$ cat src/rtl/imem_loader.sv
// Instruction-memory program loader: takes a big-endian byte stream (word count
// header, then data words) and writes 16-bit words to consecutive even addresses.
module imem_loader #(
    parameter logic [15:0] BASE_ADDR = 16'h0000,
    parameter logic [15:0] MAX_WORDS = 16'd32768
) (
    input  logic        clk,
    input  logic        rst,
    input  logic        start,
    input  logic [7:0]  byte_data,
    input  logic        byte_valid,
    output logic        byte_ready,
    output logic [15:0] im_data_in,
    output logic [15:0] im_addr,
    output logic        im_enable,
    output logic        im_wr,
    output logic        cpu_hold,
    output logic        busy,
    output logic        done,
    output logic        clamped
);

    typedef enum logic [2:0] {
        IDLE,
        HDR_HI,
        HDR_LO,
        DAT_HI,
        DAT_LO,
        WRITE,
        DONE
    } state_t;

    state_t      state_q, state_d;
    logic [7:0]  hi_q, hi_d;
    logic [15:0] count_q, count_d;
    logic [15:0] index_q, index_d;
    logic [15:0] data_q, data_d;
    logic [15:0] addr_q, addr_d;
    logic        clamped_q, clamped_d;
    logic        xfer;
    logic [15:0] rx_word;

    assign byte_ready = (state_q == HDR_HI) || (state_q == HDR_LO) ||
                        (state_q == DAT_HI) || (state_q == DAT_LO);
    assign xfer       = byte_valid && byte_ready;
    assign rx_word    = {hi_q, byte_data};

    always_comb begin
        state_d   = state_q;
        hi_d      = hi_q;
        count_d   = count_q;
        index_d   = index_q;
        data_d    = data_q;
        addr_d    = addr_q;
        clamped_d = clamped_q;
        case (state_q)
            IDLE, DONE: begin
                if (start) begin
                    state_d   = HDR_HI;
                    clamped_d = 1'b0;
                end
            end
            HDR_HI: begin
                if (xfer) begin
                    hi_d    = byte_data;
                    state_d = HDR_LO;
                end
            end
            HDR_LO: begin
                if (xfer) begin
                    if (rx_word == 16'd0) begin
                        state_d = DONE;
                    end else begin
                        index_d = '0;
                        state_d = DAT_HI;
                        if (rx_word > MAX_WORDS) begin
                            count_d   = MAX_WORDS;
                            clamped_d = 1'b1;
                        end else begin
                            count_d = rx_word;
                        end
                    end
                end
            end
            DAT_HI: begin
                if (xfer) begin
                    hi_d    = byte_data;
                    state_d = DAT_LO;
                end
            end
            DAT_LO: begin
                if (xfer) begin
                    data_d  = rx_word;
                    // Byte address of word index; 16-bit wrap is intentional.
                    addr_d  = BASE_ADDR + {index_q[14:0], 1'b0};
                    state_d = WRITE;
                end
            end
            WRITE: begin
                index_d = index_q + 16'd1;
                if (index_q + 16'd1 == count_q) begin
                    state_d = DONE;
                end else begin
                    state_d = DAT_HI;
                end
            end
            default: state_d = IDLE;
        endcase
    end

    always_ff @(posedge clk or posedge rst) begin
        if (rst) begin
            state_q   <= IDLE;
            hi_q      <= '0;
            count_q   <= '0;
            index_q   <= '0;
            data_q    <= '0;
            addr_q    <= '0;
            clamped_q <= 1'b0;
        end else begin
            state_q   <= state_d;
            hi_q      <= hi_d;
            count_q   <= count_d;
            index_q   <= index_d;
            data_q    <= data_d;
            addr_q    <= addr_d;
            clamped_q <= clamped_d;
        end
    end

    assign im_data_in = data_q;
    assign im_addr    = addr_q;
    assign im_enable  = (state_q == WRITE);
    assign im_wr      = (state_q == WRITE);
    assign cpu_hold   = (state_q != DONE);
    assign busy       = (state_q != IDLE) && (state_q != DONE);
    assign done       = (state_q == DONE);
    assign clamped    = clamped_q;

endmodule

$ cat config.mk
export PLATFORM = sky130hd
export DESIGN_NAME = imem_loader
export DESIGN_NICKNAME = d
export VERILOG_FILES = /design/src/rtl/imem_loader.sv
export SDC_FILE = /design/constraint.sdc
export NUM_CORES = 1
export LEC_CHECK = 0
export CAP_MARGIN = 20
export CORE_AREA = 4 4 98 100
export DETAILED_ROUTE_END_ITERATION = 16
export DIE_AREA = 0 0 102 104
export GPL_ROUTABILITY_DRIVEN = 0
export GPL_TIMING_DRIVEN = 0
export PLACE_DENSITY = 0.78
export SYNTH_ARGS = -nofsm -noshare
export SYNTH_HDL_FRONTEND = slang
export SYNTH_SLANG_ARGS = --single-unit
$ cat constraint.sdc
create_clock -name clk -period 2.4 [get_ports clk]
set_clock_uncertainty 0.1 [all_clocks]
set_input_delay 0.24 -clock clk [delete_from_list [all_inputs] [get_ports clk]]
set_output_delay 0.24 -clock clk [all_outputs]
set_load 0.1 [all_outputs]
### Yosys cells after proc, flatten, opt, wreduce, memory -nomap -nowiden

Index checks and enable logic that the tools add are counted.

| cells by class | value |
|---|---|
| $add $sub $neg | 1 |
| order comparisons | 1 |
| equal/unequal tests | 15 |
| muxes and demuxes | 17 |
| bitwise logic cells | 1 |
| reduce and logical (&&, ||, !) cells | 18 |

Operators by type and width:

| cell | number |
|---|---|
| $mux W16 | 3 |
| $pmux W16 S2 | 1 |
| $mux W3 | 7 |
| $pmux W3 S6 | 1 |
| $add A16 B1 Y16 const B | 1 |
| $eq A16 B16 Y1 | 1 |
| $gt A16 B16 Y1 const B | 1 |
| $logic_not A16 Y1 | 1 |
| $ne A2 B2 Y1 const B | 6 |
| $reduce_and A5 Y1 | 2 |
| $eq A3 B3 Y1 const B | 3 |
| $eq A3 B2 Y1 const B | 2 |
| $reduce_and A3 Y1 | 2 |
| $mux W1 | 4 |
| $reduce_and A2 Y1 | 2 |
| $reduce_bool A2 Y1 | 2 |
| $reduce_or A2 Y1 | 2 |
| $eq A3 B1 Y1 const B | 1 |
| $logic_not A3 Y1 | 1 |
| $logic_or A1 B1 Y1 | 3 |
| $ne A3 B3 Y1 const B | 1 |
| $reduce_bool A3 Y1 | 1 |
| $logic_and A1 B1 Y1 | 2 |
| $ne A2 B1 Y1 const B | 1 |
| other kinds (2) | 2 |

| storage, ports and cells | value |
|---|---|
| register bits | 75 |
| output and inout bits | 39 |
| word-level logic and storage cells | 60 |

### Depth between registers and ports, before layout

Gate-level depths: netlist (run 1).

| logic depth | value |
|---|---|
| depth in word-level cells | 7 |
| mapped depth | 7 |

### Worst setup path before layout (run 1)

OpenSTA, ideal clock, no wires.

| timing | value |
|---|---|
| path kind | reg2out |
| from | register state_q[1] |
| to | output im_wr |
| data arrival time | 2.437 ns |
| data required time | 2.060 ns |
| setup slack | -0.377 ns |
| stages on the path, launching flop included | 7 |
| path buffers | 3 |
| path through | dfrtp_1 clkbuf_1 nor2b_1 nand2_1 inv_1 clkbuf_1 buf_4 |

| between the ends | value |
|---|---|
| cells in the longest elaborated chain, start to end | 1 |

Ends and longest elaborated chain:

| element | RTL line | RTL |
|---|---|---|
| start, declared | 33 | `state_t state_q, state_d;` |
| start signal, assigned | 121 | `state_q <= state_d;` |
| $eq A3 B3 Y1 | - |  |
| end, declared | 16 | `output logic im_wr,` |

No other way between the ends.

### Final worst setup path (run 1)

| timing | value |
|---|---|
| from | register index_q[10] |
| to | register state_q[0] |

| between the ends | value |
|---|---|
| cells in the longest elaborated chain, start to end | 4 |

Ends and longest elaborated chain:

| element | RTL line | RTL |
|---|---|---|
| start, declared | 36 | `logic [15:0] index_q, index_d;` |
| start signal, assigned | 124 | `index_q <= index_d;` |
| $add A16 B1 Y16 | 101 | `if (index_q + 16'd1 == count_q) begin` |
| $eq A16 B16 Y1 | 101 |  |
| $mux W3 | 101 |  |
| $pmux W3 S6 | 56 | `case (state_q)` |

No other way between the ends.
A chain may end at the register's enable or synchronous reset.

==> metrics.md, run 1 <==
| Metric | Value |
|---|---|
| Crit path buf inv count | `1` |
| Initial antenna violation count | `0` |
| Htree depth | `3` |
| Max Cap Violations | `0` |
| # placed instances | `between 500 and 600` |
| Final Hold Fails | `0` |
| Min-delay worst type | `input pin to asynchronous set/reset pin` |
| Final WL | `between 8000 and 9000 um` |
| Area share of the largest cell type after synthesis | `0.490` |
| Vias in the first global route | `2918` |
| Syn-to-layout area delta | `24.5%` |
| Hold_ws | `0.310 ns` |
| Nets | `440` |
| FF-to-FF Start | `index_q[10]` |
| Vias | `2931` |
| CP peak stage delay | `0.41 ns` |
| CTS buffer count | `9` |
| Critical path arrival | `2.49 ns` |
| DRT Pass-1 Iters | `6` |
| Reg2reg path depth | `7` |
| Root Driver | `clkbuf_8` |
| GR Util All Layers | `0.166` |
| Fillers | `just under 800` |
| Later-pin clock latency in the skew report | `about 0.35 ns` |
| RSZ-0062 raised after global routing | `true` |
| Post-synth EDFFs | `0` |
| Worst-path clk slew | `0.08 ns` |
| Final setup vio count | `0` |
| Rows | `34` |
| Yosys warning count | `0` |
| Cells after synthesis | `362` |
| Syn Area/Cell | `10.6 um2` |
| DP Area | `4470 um2` |
| Synth top cells by count | `dfrtp_1 (75), nand2_1 (42), o21ai_0 (41)` |
| Global route total overflow | `0` |
| Worst Max-Slew Pin Slew | `between 0.9 and 1 ns` |
| Port Buf Inserts | `just under 50` |
| Syn Std Cell Area | `3830 um2` |
| Post-synth net total | `375` |
| Die ar. | `roughly 11000 um2` |
| CORE AREA | `8680 um2` |
| Slew margin rel. | `0.339` |
| Initial Util | `0.441` |
| Diode count | `0` |
| Reg-to-reg slack, setup | `0.04 ns` |
| Largest net degree at the start of global routing | `76` |
| Ports | `51` |
| Dominant cells by area after synthesis | `dfrtp_1 (49%), mux2_2 (12%), o21ai_0 (5.4%)` |
| Worst Setup End Kind | `flop` |
| Post-synth top flop | `dfrtp_1` |
| Worst setup SP type | `flop` |
| Async set-reset flop share out of synthesis | `1.00` |
| Post-route cell area | `approximately 4800 um2` |
| CP Launch Point | `index_q[10]` |
| Die Wd | `102 um` |
| Flops & latches, synth | `75` |
| Period utilisation layout | `0.984` |
| Worst R2R End | `state_q[0]` |
| Final antenna-violating net count | `0` |
| Worst endpoint required time | `2.52 ns` |
| Post-DP HPWL | `5950 um` |
| Sink Count | `75` |
| CTS tree | `done` |
| Chip height | `roughly 100 um` |
| Iter 0 DRT Violations | `140` |
| Share of layout cells above drive strength 1 | `0.257` |
| Distinct cells, synth | `47` |
| DRC | `0` |
| Final core utilization | `0.550` |
| WS Path Type | `flop to flop` |
| Delay-heaviest family, CP | `simple AND/OR/NAND/NOR gates` |
| Max Freq | `roughly 0.42 GHz` |
| First-pass GRT wire length | `14200 um` |
| Vias per cell | `5.43` |
| CP Cell Sequence | `buf_4 > nand4_2 > nor4_4 > xnor2_1 > nor4_2 > a21oi_1 > or3_1` |
| Worst-path fanout max | `10` |
| Status | `finished clean` |
| Register area share after synthesis | `0.490` |
| Yosys top cell by area | `dfrtp_1` |
| WL/cell | `about 15 um` |
| Most frequent cell after synthesis | `dfrtp_1` |
| Post-Layout Cell Count | `540` |
| Crit path time final | `about 2.4 ns` |
| CTS max path bufs | `2` |
| Slew Limit Fails | `0` |
| Max stage delay cell, worst path | `nor4_2` |
[layer usage]
| layer | up-vias | global-route usage | wire length [um] |
|---|---|---|---|
| met4 | 0 | 0.0572 | 153 |
| met1 | 1434 | 0.216 | 3640 |
| met2 | 82 | 0.264 | 4110 |
| met5 | - | 0 | 0 |
| met3 | 17 | 0.0456 | 416 |
| li1 | 1398 | - | - |
[per-stage QoR]
step           setup slack [ns]  setup TNS [ns]
5_1_grt                 -0.0346         -0.0448
3_5_place_dp             -0.636          -14.34
6_report                 0.0374               0
3_3_place_gp              -1.00          -87.42
4_1_cts                -0.00755        -0.00755
2_1_floorplan             0.123               0
[kinds of logic (layout without fill, tap and decap cells)]
family                   Yosys count  after routing  synth area share
AND/OR/NAND/NOR                  121            121             0.185
flip-flops                        75             75             0.490
AO/OA/AOI/OAI                     63             63            0.0944
multiplexers                      40             40             0.118
buffers and inverters             33            103            0.0405
XOR/XNOR                          28             28            0.0680
adder cells (fa/ha/maj)            1              1           0.00327
other                              1              1          0.000979
[how the worst max path moves through the flow]
stage | end | cells past startpoint | slack (ns)
final | state_q[0] | 7 | 0.04
after global routing | state_q[0] | 7 | -0.03
after CTS | busy | 5 | -0.008
after detailed placement | im_wr | 7 | -0.64
after global placement | index_q[9] | 2 | -1.00
after floorplan | state_q[0] | 7 | 0.12
[worst reg2reg max path, stage by stage (launching register included)]
cell	delay, ns
dfrtp_1	0.32
buf_4	0.18
nand4_2	0.22
nor4_4	0.40
xnor2_1	0.15
nor4_2	0.41
a21oi_1	0.12
or3_1	0.36
[state kept, by name (all words and copies together) (netlist names)]
signal	count
hi_q	8
count_q	16
index_q	16
im_data_in	16
im_addr	15
clamped	1
state_q	3
[timing repair]
item                       CTS  global route
gates cloned                 0             0
hold buffers                 0             0
setup endpoints to repair   18            39
pin swaps                    1             4
buffers inserted             0             6
gates resized for setup     35            17
[cell usage in the layout (no fill, tap or decap), types with 4 or more instances in the layout]
cell,n
a21oi_1,7
and2_1,4
buf_2,6
buf_4,13
clkbuf_1,10
clkbuf_8,9
clkdlybuf4s50_1,43
clkinv_4,4
dfrtp_1,72
inv_1,4
mux2_2,40
nand2_1,42
nand2b_1,9
nand3_1,9
nand4_1,8
nor2_1,13
nor3_1,4
nor4_1,4
nor4_4,4
o21ai_0,41
xnor2_1,18
xor2_1,8
[area by class of cell]
class | count | area, um2 | area share
buffer | 26 | 140 | 0.0294
clock buffer | 10 | 128 | 0.0268
timing repair buffer | 55 | 531 | 0.111
tap | 108 | 135 | 0.0283
multi-input combinational | 254 | 1860 | 0.389
sequential | 75 | 1880 | 0.394
clock inverter | 6 | 73.8 | 0.0155
inverter | 6 | 25.0 | 0.00525
Power of run 1 is left out: the tool's default activity adds up to more than one toggle a clock period on the data nets, which glitch-free logic cannot reach.
==> inputs of run 2 (changes only) <==
CORE_AREA = 4 4 89 91   (was 4 4 98 100)
DIE_AREA = 0 0 93 95   (was 0 0 102 104)
PLACE_DENSITY = 0.88   (was 0.78)
clock period = 2.3 ns   (was 2.4 ns; I/O delays follow)
==> run 2 against run 1 <==
Sequential share of layout area down 0.29 points. The flow now finishes with violations (negative setup slack). Critical path depth unchanged. Via count up 1.7%.
==> metrics.md, run 2 (same netlist as run 1, synthesis figures left out) <==
| Metric | Value |
|---|---|
| Max Freq | `0.434 GHz (+2.5%)` |
| Final Hold Fails | `0 (unchanged)` |
| Max stage delay cell, worst path | `or3b_4` |
| Initial antenna violation count | `0 (unchanged)` |
| Worst Max-Slew Pin Slew | `0.984 ns (-0.00449 ns)` |
| # placed instances | `510 (-1.7%)` |
| First-pass GRT wire length | `14200 um (+0.40%)` |
| Min-delay worst type | `input pin to asynchronous set/reset pin` |
| Failing checks | `negative setup slack` |
| Port Buf Inserts | `49 (unchanged)` |
| Met2 wire length | `4220 um (+2.7%)` |
| Worst Setup End Kind | `flop` |
| CTS max path bufs | `2 (unchanged)` |
| Nets | `438 (-0.45%)` |
| Met3 Routed Length | `448 um (+7.7%)` |
| Fin Setup TNS | `-0.00528 ns (-0.00528 ns)` |
| Worst-path clk slew | `0.09 ns (about the same)` |
| DRT Pass-1 Iters | `5 (-1)` |
| Initial Util | `0.537 (+0.0953)` |
| Final antenna-violating net count | `0 (unchanged)` |
| Hold_ws | `0.327 ns (+0.0173 ns)` |
| Post-DP HPWL | `5890 um (-0.99%)` |
| Rows | `31 (-8.8%)` |
| Vias per cell | `5.63 (+3.8%)` |
| Chip height | `95 um (-8.7%)` |
| Worst-path fanout max | `10 (unchanged)` |
| Syn-to-layout area delta | `25.4%` |
| WS Path Type | `flop to flop` |
| Period utilisation layout | `1.00 (+0.0179)` |
| Die ar. | `8840 um2 (-17%)` |
| Post-Layout Cell Count | `529 (-2.0%)` |
| Ports | `51 (unchanged)` |
| CTS tree | `done` |
| CP peak stage delay | `0.42 ns (about the same)` |
| GR Util All Layers | `0.206 (+0.0401)` |
| Crit path time final | `2.31 ns (-0.0573 ns)` |
| Root Driver | `clkbuf_8` |
| Slew Limit Fails | `0 (unchanged)` |
| Worst setup SP type | `flop` |
| Share of layout cells above drive strength 1 | `0.267 (+0.0105)` |
| Max Cap Violations | `0 (unchanged)` |
| Most common cell after layout, fill and taps aside | `dfrtp_1` |
| DRC | `0 (unchanged)` |
| Post-route cell area | `4800 um2 (+0.68%)` |
| WL/cell | `16.2 um (+4.9%)` |
| CP Cell Sequence | `buf_2 > or3b_4 > a2111oi_4 > nor3_2 > a221oi_2 > nor2_1 > or3_1` |
| CTS buffer count | `9 (unchanged)` |
| Worst endpoint required time | `2.43 ns (-0.09 ns)` |
| CORE AREA | `7140 um2 (-18%)` |
| WL met1 | `3760 um (+3.3%)` |
| DP Area | `4460 um2 (-0.25%)` |
| Final WL | `8560 um (+2.8%)` |
| Htree depth | `3 (unchanged)` |
| Final setup vio count | `1 (+1)` |
| Crit path buf inv count | `1 (unchanged)` |
| Status | `finished with violations` |
| Largest net degree at the start of global routing | `76 (unchanged)` |
| Iter 0 DRT Violations | `195 (+39%)` |
| Commonest non-fill, non-tap cells in the layout | `dfrtp_1 (73), clkdlybuf4s50_1 (43), nand2_1 (42), o21ai_0 (41), mux2_2 (40)` |
| Delay-heaviest family, CP | `simple AND/OR/NAND/NOR gates` |
| Critical path arrival | `2.44 ns (-0.05 ns)` |
| RSZ-0062 raised after global routing | `true` |
| Slew margin rel. | `0.342 (+0.00300)` |
| Vias | `2980 (+1.7%)` |
| Highest metal used | `met4` |
| Later-pin clock latency in the skew report | `0.35 ns (about the same)` |
| Die Wd | `93 um (-8.8%)` |
| Sink Count | `75 (unchanged)` |
| Vias in the first global route | `2970 (+1.8%)` |
| Global route total overflow | `0 (unchanged)` |
| PnR worst setup slack | `-0.00528 ns (-0.0427 ns)` |
| Diode count | `0 (unchanged)` |
==> run 2: layout make-up <==
class / count / area, um2
fill: 529 / 2330
multi-input combinational: 254 / 1890
sequential: 75 / 1880
timing repair buffer: 53 / 524
buffer: 26 / 150
clock buffer: 9 / 124
tap: 99 / 124
clock inverter: 7 / 85.1
inverter: 6 / 25.0
==> run 2: worst reg2reg max path, stage by stage, from the launching register on <==
cell       delay, ns
dfrtp_1         0.39
buf_2           0.19
or3b_4          0.43
a2111oi_4       0.36
nor3_2          0.09
a221oi_2        0.26
nor2_1          0.07
or3_1           0.30
==> run 2: metal layers <==
layer | vias up | global-route usage
met5 | - | 0
met4 | 0 | 0.0720
met3 | 15 | 0.0582
met2 | 105 | 0.344
met1 | 1464 | 0.258
li1 | 1396 | -
==> run 2: worst paths after layout <==
kind / startpoint / endpoint / slack (ns) / cells after the start
worst min register to register: im_addr[9] / im_addr[9] / 0.41 / 1
worst min-delay path: rst / im_data_in[10] / 0.33 / 2
worst max register to register: index_q[9] / state_q[0] / -0.005 / 7
min in group clk: im_addr[9] / im_addr[9] / 0.41 / 1
worst max-delay path: index_q[9] / state_q[0] / -0.005 / 7
max in group asynchronous: rst / index_q[1] / 1.15 / 2
==> run 2: metrics by stage <==
step	setup WS [ns]	utilization
after floorplan	0.0227	-
after global placement	-1.05	0.624
after detailed placement	-0.719	0.624
after CTS	-0.0188	0.662
after global routing	-0.0844	0.673
final	-0.00528	0.673
==> run 2: timing repair <==
| action | in CTS | in global routing |
|---|---|---|
| endpoints found under the setup margin | 40 | 36 |
| gates resized for setup | 45 | 19 |
| setup buffers | 2 | 2 |
| pin swaps | 2 | 2 |
| hold buffers | 0 | 0 |
Power of run 2 is left out for the same reason.
==> RTL change 1: new RTL, flow settings as in run 1 <==
The 7 states of `state_t` get a one-hot encoding in 7 bits.
--- a/src/rtl/imem_loader.sv
+++ b/src/rtl/imem_loader.sv
@@ -20,14 +20,14 @@
     output logic        clamped
 );
 
-    typedef enum logic [2:0] {
-        IDLE,
-        HDR_HI,
-        HDR_LO,
-        DAT_HI,
-        DAT_LO,
-        WRITE,
-        DONE
+    typedef enum logic [6:0] {
+        IDLE   = 7'b0000001,
+        HDR_HI = 7'b0000010,
+        HDR_LO = 7'b0000100,
+        DAT_HI = 7'b0001000,
+        DAT_LO = 7'b0010000,
+        WRITE  = 7'b0100000,
+        DONE   = 7'b1000000
     } state_t;
 
     state_t      state_q, state_d;
Behaviour: no difference found for any inputs over 10 cycles, from zero or initial values and one cycle with rst high; not proved beyond that.
==> RTL change 1 against run 1 <==
  * First-iteration DRC count grew 28%
  * Final area up 7.3%
  * Die area is the same
  * Area after synthesis increased by 2.7%
  * Setup slack better by 0.062 ns
  * Sequential cell count is 4 higher
  * Routed wire length grew 11%
  * Largest cell class unchanged
  * Highest routed layer unchanged
==> RTL change 1: results (changes against run 1) <==
critical_path:
  timing.critical_path.slowest_cell_delay_ns: 0.55  # was 0.41 ns
  critical_path_arrival_ns: 1.96  # was 2.49 ns
  r2r-start: "state_q[6]$_DFFE_PP0P_"  # was index_q[10]$_DFFE_PP0P_
  critical_path.reg2reg.endpoint: "im_data_in[12]$_DFFE_PP0P_"  # was state_q[0]$_DFFE_PP0P_
  worst_r2r_path_depth: 4  # was 7
  ff_to_ff_setup_slack_ns: 0.14  # was 0.04 ns
grt:
  globalRouteMet1Util_pct: 23.4  # was 21.6%
  groute.layer.met2.usage_pct: 28.6  # was 26.4%
  grtUsageMet3_pct: 5.57  # was 4.56%
  wire_length_of_the_first_global_routing_pass_um: 15200  # was 14200 um
  maximum_number_of_pins_on_one_net_before_global_route_repair: 54  # was 76
cells_and_area:
  final_nets: 467  # was 440
  instances_no_fill: 566  # was 540
detailed_routing:
  detailroute.via_count: 3093  # was 2931
  route.met2.wl_um: 4520  # was 4110 um
  wl_met1_um: 3880  # was 3640 um
  routed-wl-met3_um: 611  # was 416 um
  initialDrtViolationCount: 179  # was 140
yosys:
  synthAdderAreaFrac_pct: 0.318  # was 0.327%
  synth.lib_cells_used.distinct: 51  # was 47
  xor_and_xnor_area_share_after_synthesis_pct: 7.48  # was 6.80%
  post_synthesis_mean_instance_area_um2: 10.4  # was 10.6 um^2
  synth.area.mux_share_pct: 11.7  # was 11.8%
sta:
  fmax_mhz: 435  # was 423 MHz
  actual_slew_at_the_worst_max_slew_pin_ns: 0.998  # was 0.988 ns
  final.hold.worst_slack_ns: 0.111  # was 0.310 ns
placed_design:
  dp_hpwl_um: 6360  # was 5950 um
  numPlacedInstances: 537  # was 519
  placedInstanceArea_um2: 4610  # was 4470 um^2
power:
  p_total_mw: 6.56
status:
  outcome: "complete, no violations"  # unchanged
==> RTL change 1: cell count changes in the layout (fill, tap and decap cells not counted), moves of 3 or more <==
| cell | change |
|---|---|
| buf_12 | +3 |
| o21ai_1 | +5 |
| or4_1 | +4 |
| xnor2_1 | +4 |
| nand4_1 | -4 |
| buf_4 | +10 |
| nand3_2 | +3 |
| o211ai_1 | +3 |
| nor2_1 | +4 |
| dfrtp_1 | +3 |
| clkbuf_1 | -3 |
==> RTL change 1: area by class of cell <==
cell class | instances | area, um^2
Fill cell | 739 | 3560
Clock buffer | 10 | 138
Inverter | 7 | 35.0
Tap cell | 108 | 135
Timing Repair Buffer | 68 | 666
Multi-Input combinational cell | 267 | 1950
Sequential cell | 79 | 1980
Clock inverter | 5 | 82.6
Buffer | 22 | 133
==> RTL change 1: repair_timing <==
action	4_1_cts	5_1_grt
pin swaps	1	6
buffers inserted	1	17
gates resized for setup	56	23
endpoints found under the setup margin	47	47
==> RTL change 2: new RTL, flow settings as in run 1 <==
Without the edit above. Set the parameter `MAX_WORDS` to 16'd16384 (it was 16'd32768).
--- a/src/rtl/imem_loader.sv
+++ b/src/rtl/imem_loader.sv
@@ -2,7 +2,7 @@
 // header, then data words) and writes 16-bit words to consecutive even addresses.
 module imem_loader #(
     parameter logic [15:0] BASE_ADDR = 16'h0000,
-    parameter logic [15:0] MAX_WORDS = 16'd32768
+    parameter logic [15:0] MAX_WORDS = 16'd16384
 ) (
     input  logic        clk,
     input  logic        rst,
Check against the original RTL: not equivalent (Yosys sat finds a counterexample within 4 cycles, from zero or initial values and one cycle with rst high).
==> RTL change 2 against run 1 <==
  * Worst hold slack better by 0.031 ns
  * Routed wire length fell by 4.2%
  * Final area down 2.8%
  * Setup slack lost 0.014 ns
  * Sequential cell count did not move
  * Area after synthesis decreased by 3.2%
Power is not shown: default switching activity piles up to over one toggle a cycle in this logic, so the estimate is an artifact.
==> RTL change 2: results (changes against run 1) <==
status:
  outcome: "complete, no violations"  # unchanged
critical_path:
  ff_to_ff_setup_slack_ns: 0.02
  cp_max_fo: 7  # was 10
  r2r-start: "index_q[6]$_DFFE_PP0P_"  # was index_q[10]$_DFFE_PP0P_
  setup.worst_path.class: "reg2reg"  # unchanged
  critical_path.reg2reg.endpoint: "state_q[0]$_DFFE_PP0P_"  # unchanged
  worst_r2r_path_depth: 6  # was 7
hold_path:
  timing.hold.worst.class: "in2async"  # unchanged
cells_and_area:
  instances_no_fill: 512  # was 540
  final_nets: 412  # was 440
  antennaDiodeCount: 0  # unchanged
  fill_cells: 767  # was 790
  layout-drive-gt1-share_pct: 25.0  # was 25.7%
detailed_routing:
  via_per_inst: 5.45  # was 5.43
  drt-pass1-iter-count: 4  # was 6
  wl_um: 7970  # was 8330 um
  initialDrtViolationCount: 161  # was 140
placed_design:
  dp_hpwl_um: 5760  # was 5950 um
  placedInstanceArea_um2: 4340  # was 4470 um^2
  preCtsSetupSlack_ns: -0.375  # was -0.636 ns
  io_buffer_count: 49  # unchanged
  numPlacedInstances: 497  # was 519
yosys:
  synth.lib_cells_used.distinct: 52  # was 47
  async_set_reset_flop_share_out_of_synthesis_pct: 100  # unchanged
  synth_warnings: 0  # unchanged
  synth.yosys.seq_area_share_pct: 50.6  # was 49.0%
  ys_top_cells_by_area: "dfrtp_1 51%, mux2_2 12%, o21ai_0 4.5%, nand2_1 4.2%, xnor2_1 4.0%"  # was dfrtp_1 49%, mux2_2 12%, o21ai_0 5.4%, xnor2_1 4.3%, nand2_1 4.1%
  synth_top_cells_by_count: "75 x dfrtp_1, 41 x nand2_1, 39 x mux2_2, 33 x o21ai_0, 20 x nor2_1"  # was 75 x dfrtp_1, 42 x nand2_1, 41 x o21ai_0, 40 x mux2_2, 19 x xnor2_1
  synthesized_netlist_net_count: 353  # was 375
  synthCells: 340  # was 362
  synth_ff_type: "dfrtp_1"  # unchanged
clock_tree:
  h-tree-depth: 3  # unchanged
  cts_buffers: 9  # unchanged
  clkLatencyLatePin_ns: 0.35  # about the same
  clockRootBuffer: "clkbuf_8"  # unchanged
  path_clk_slew_ns: 0.08  # about the same
  clock_tree.buffer_depth: 2  # unchanged
grt:
  globalRouteMet1Util_pct: 21.3  # was 21.6%
  groute.layer.met2.usage_pct: 24.7  # was 26.4%
  vias_in_the_first_global_route: 2799  # was 2918
  gr-usage-all-layers_pct: 15.9  # was 16.6%
  grtUsageMet3_pct: 4.49  # was 4.56%
  maximum_number_of_pins_on_one_net_before_global_route_repair: 76  # unchanged
  antenna_found_initial: 0  # unchanged
  wire_length_of_the_first_global_routing_pass_um: 13600  # was 14200 um
sta:
  post_route_clock_period_utilization_pct: 99.0  # was 98.4%
  relative_slew_slack_pct: 34.3  # was 33.9%
  final.hold.worst_slack_ns: 0.341  # was 0.310 ns
[RTL change 2: changes by cell type in the layout (fill, tap and decap cells not counted), moves of 3 or more]
cell	change
buf_4	-9
nand2b_1	-8
o21ai_0	-8
nor2_1	+7
a22o_1	+5
nand4_1	-5
clkbuf_1	-4
nand3_1	-4
buf_6	-3
clkbuf_2	+3
clkinv_4	-3
nor3_2	+3
[RTL change 2: layout make-up]
cell class	count	area, um^2	share of cell area [%]
plain buffers	18	88.8	1.92
clock buffers	10	128	2.75
clock inverters	6	113	2.43
inverters	5	22.5	0.486
multi-input cells	240	1780	38.4
flip-flops and latches	75	1880	40.6
well taps	108	135	2.91
repair buffers	50	489	10.6
[RTL change 2: layer usage]
layer  vias up  share of wire, %  wire length (um)
met5         -                 0                 0
met1      1377                45              3610
met4         0               1.3               101
met2        75                48              3810
li1       1326                 -                 -
met3        11               5.7               452
[RTL change 2: kinds of logic (layout without fill, tap and decap cells)]
logic type,after synthesis,count (layout),synth area share (%)
AND/OR/NAND/NOR,110,110,17.2
other,1,1,0.101
multiplexers,40,40,12.1
buffers and inverters,25,89,2.90
adder cells (fa/ha/maj),1,1,0.338
flip-flops,75,75,50.6
XOR/XNOR,25,25,6.28
AO/OA/AOI/OAI,63,63,10.5
[RTL change 2: worst max-delay path: stages (launching register included)]
cell,delay (ns)
dfrtp_1,0.53
nand4_2,0.26
nor4_4,0.35
xnor2_1,0.10
a211o_1,0.27
or4_4,0.50
a21o_1,0.17
[RTL change 2: repair_timing]
item | in CTS | in global routing
gates resized for setup | 30 | 16
setup buffers | 0 | 1
pin swaps | 1 | 1
setup endpoints to repair | 48 | 48
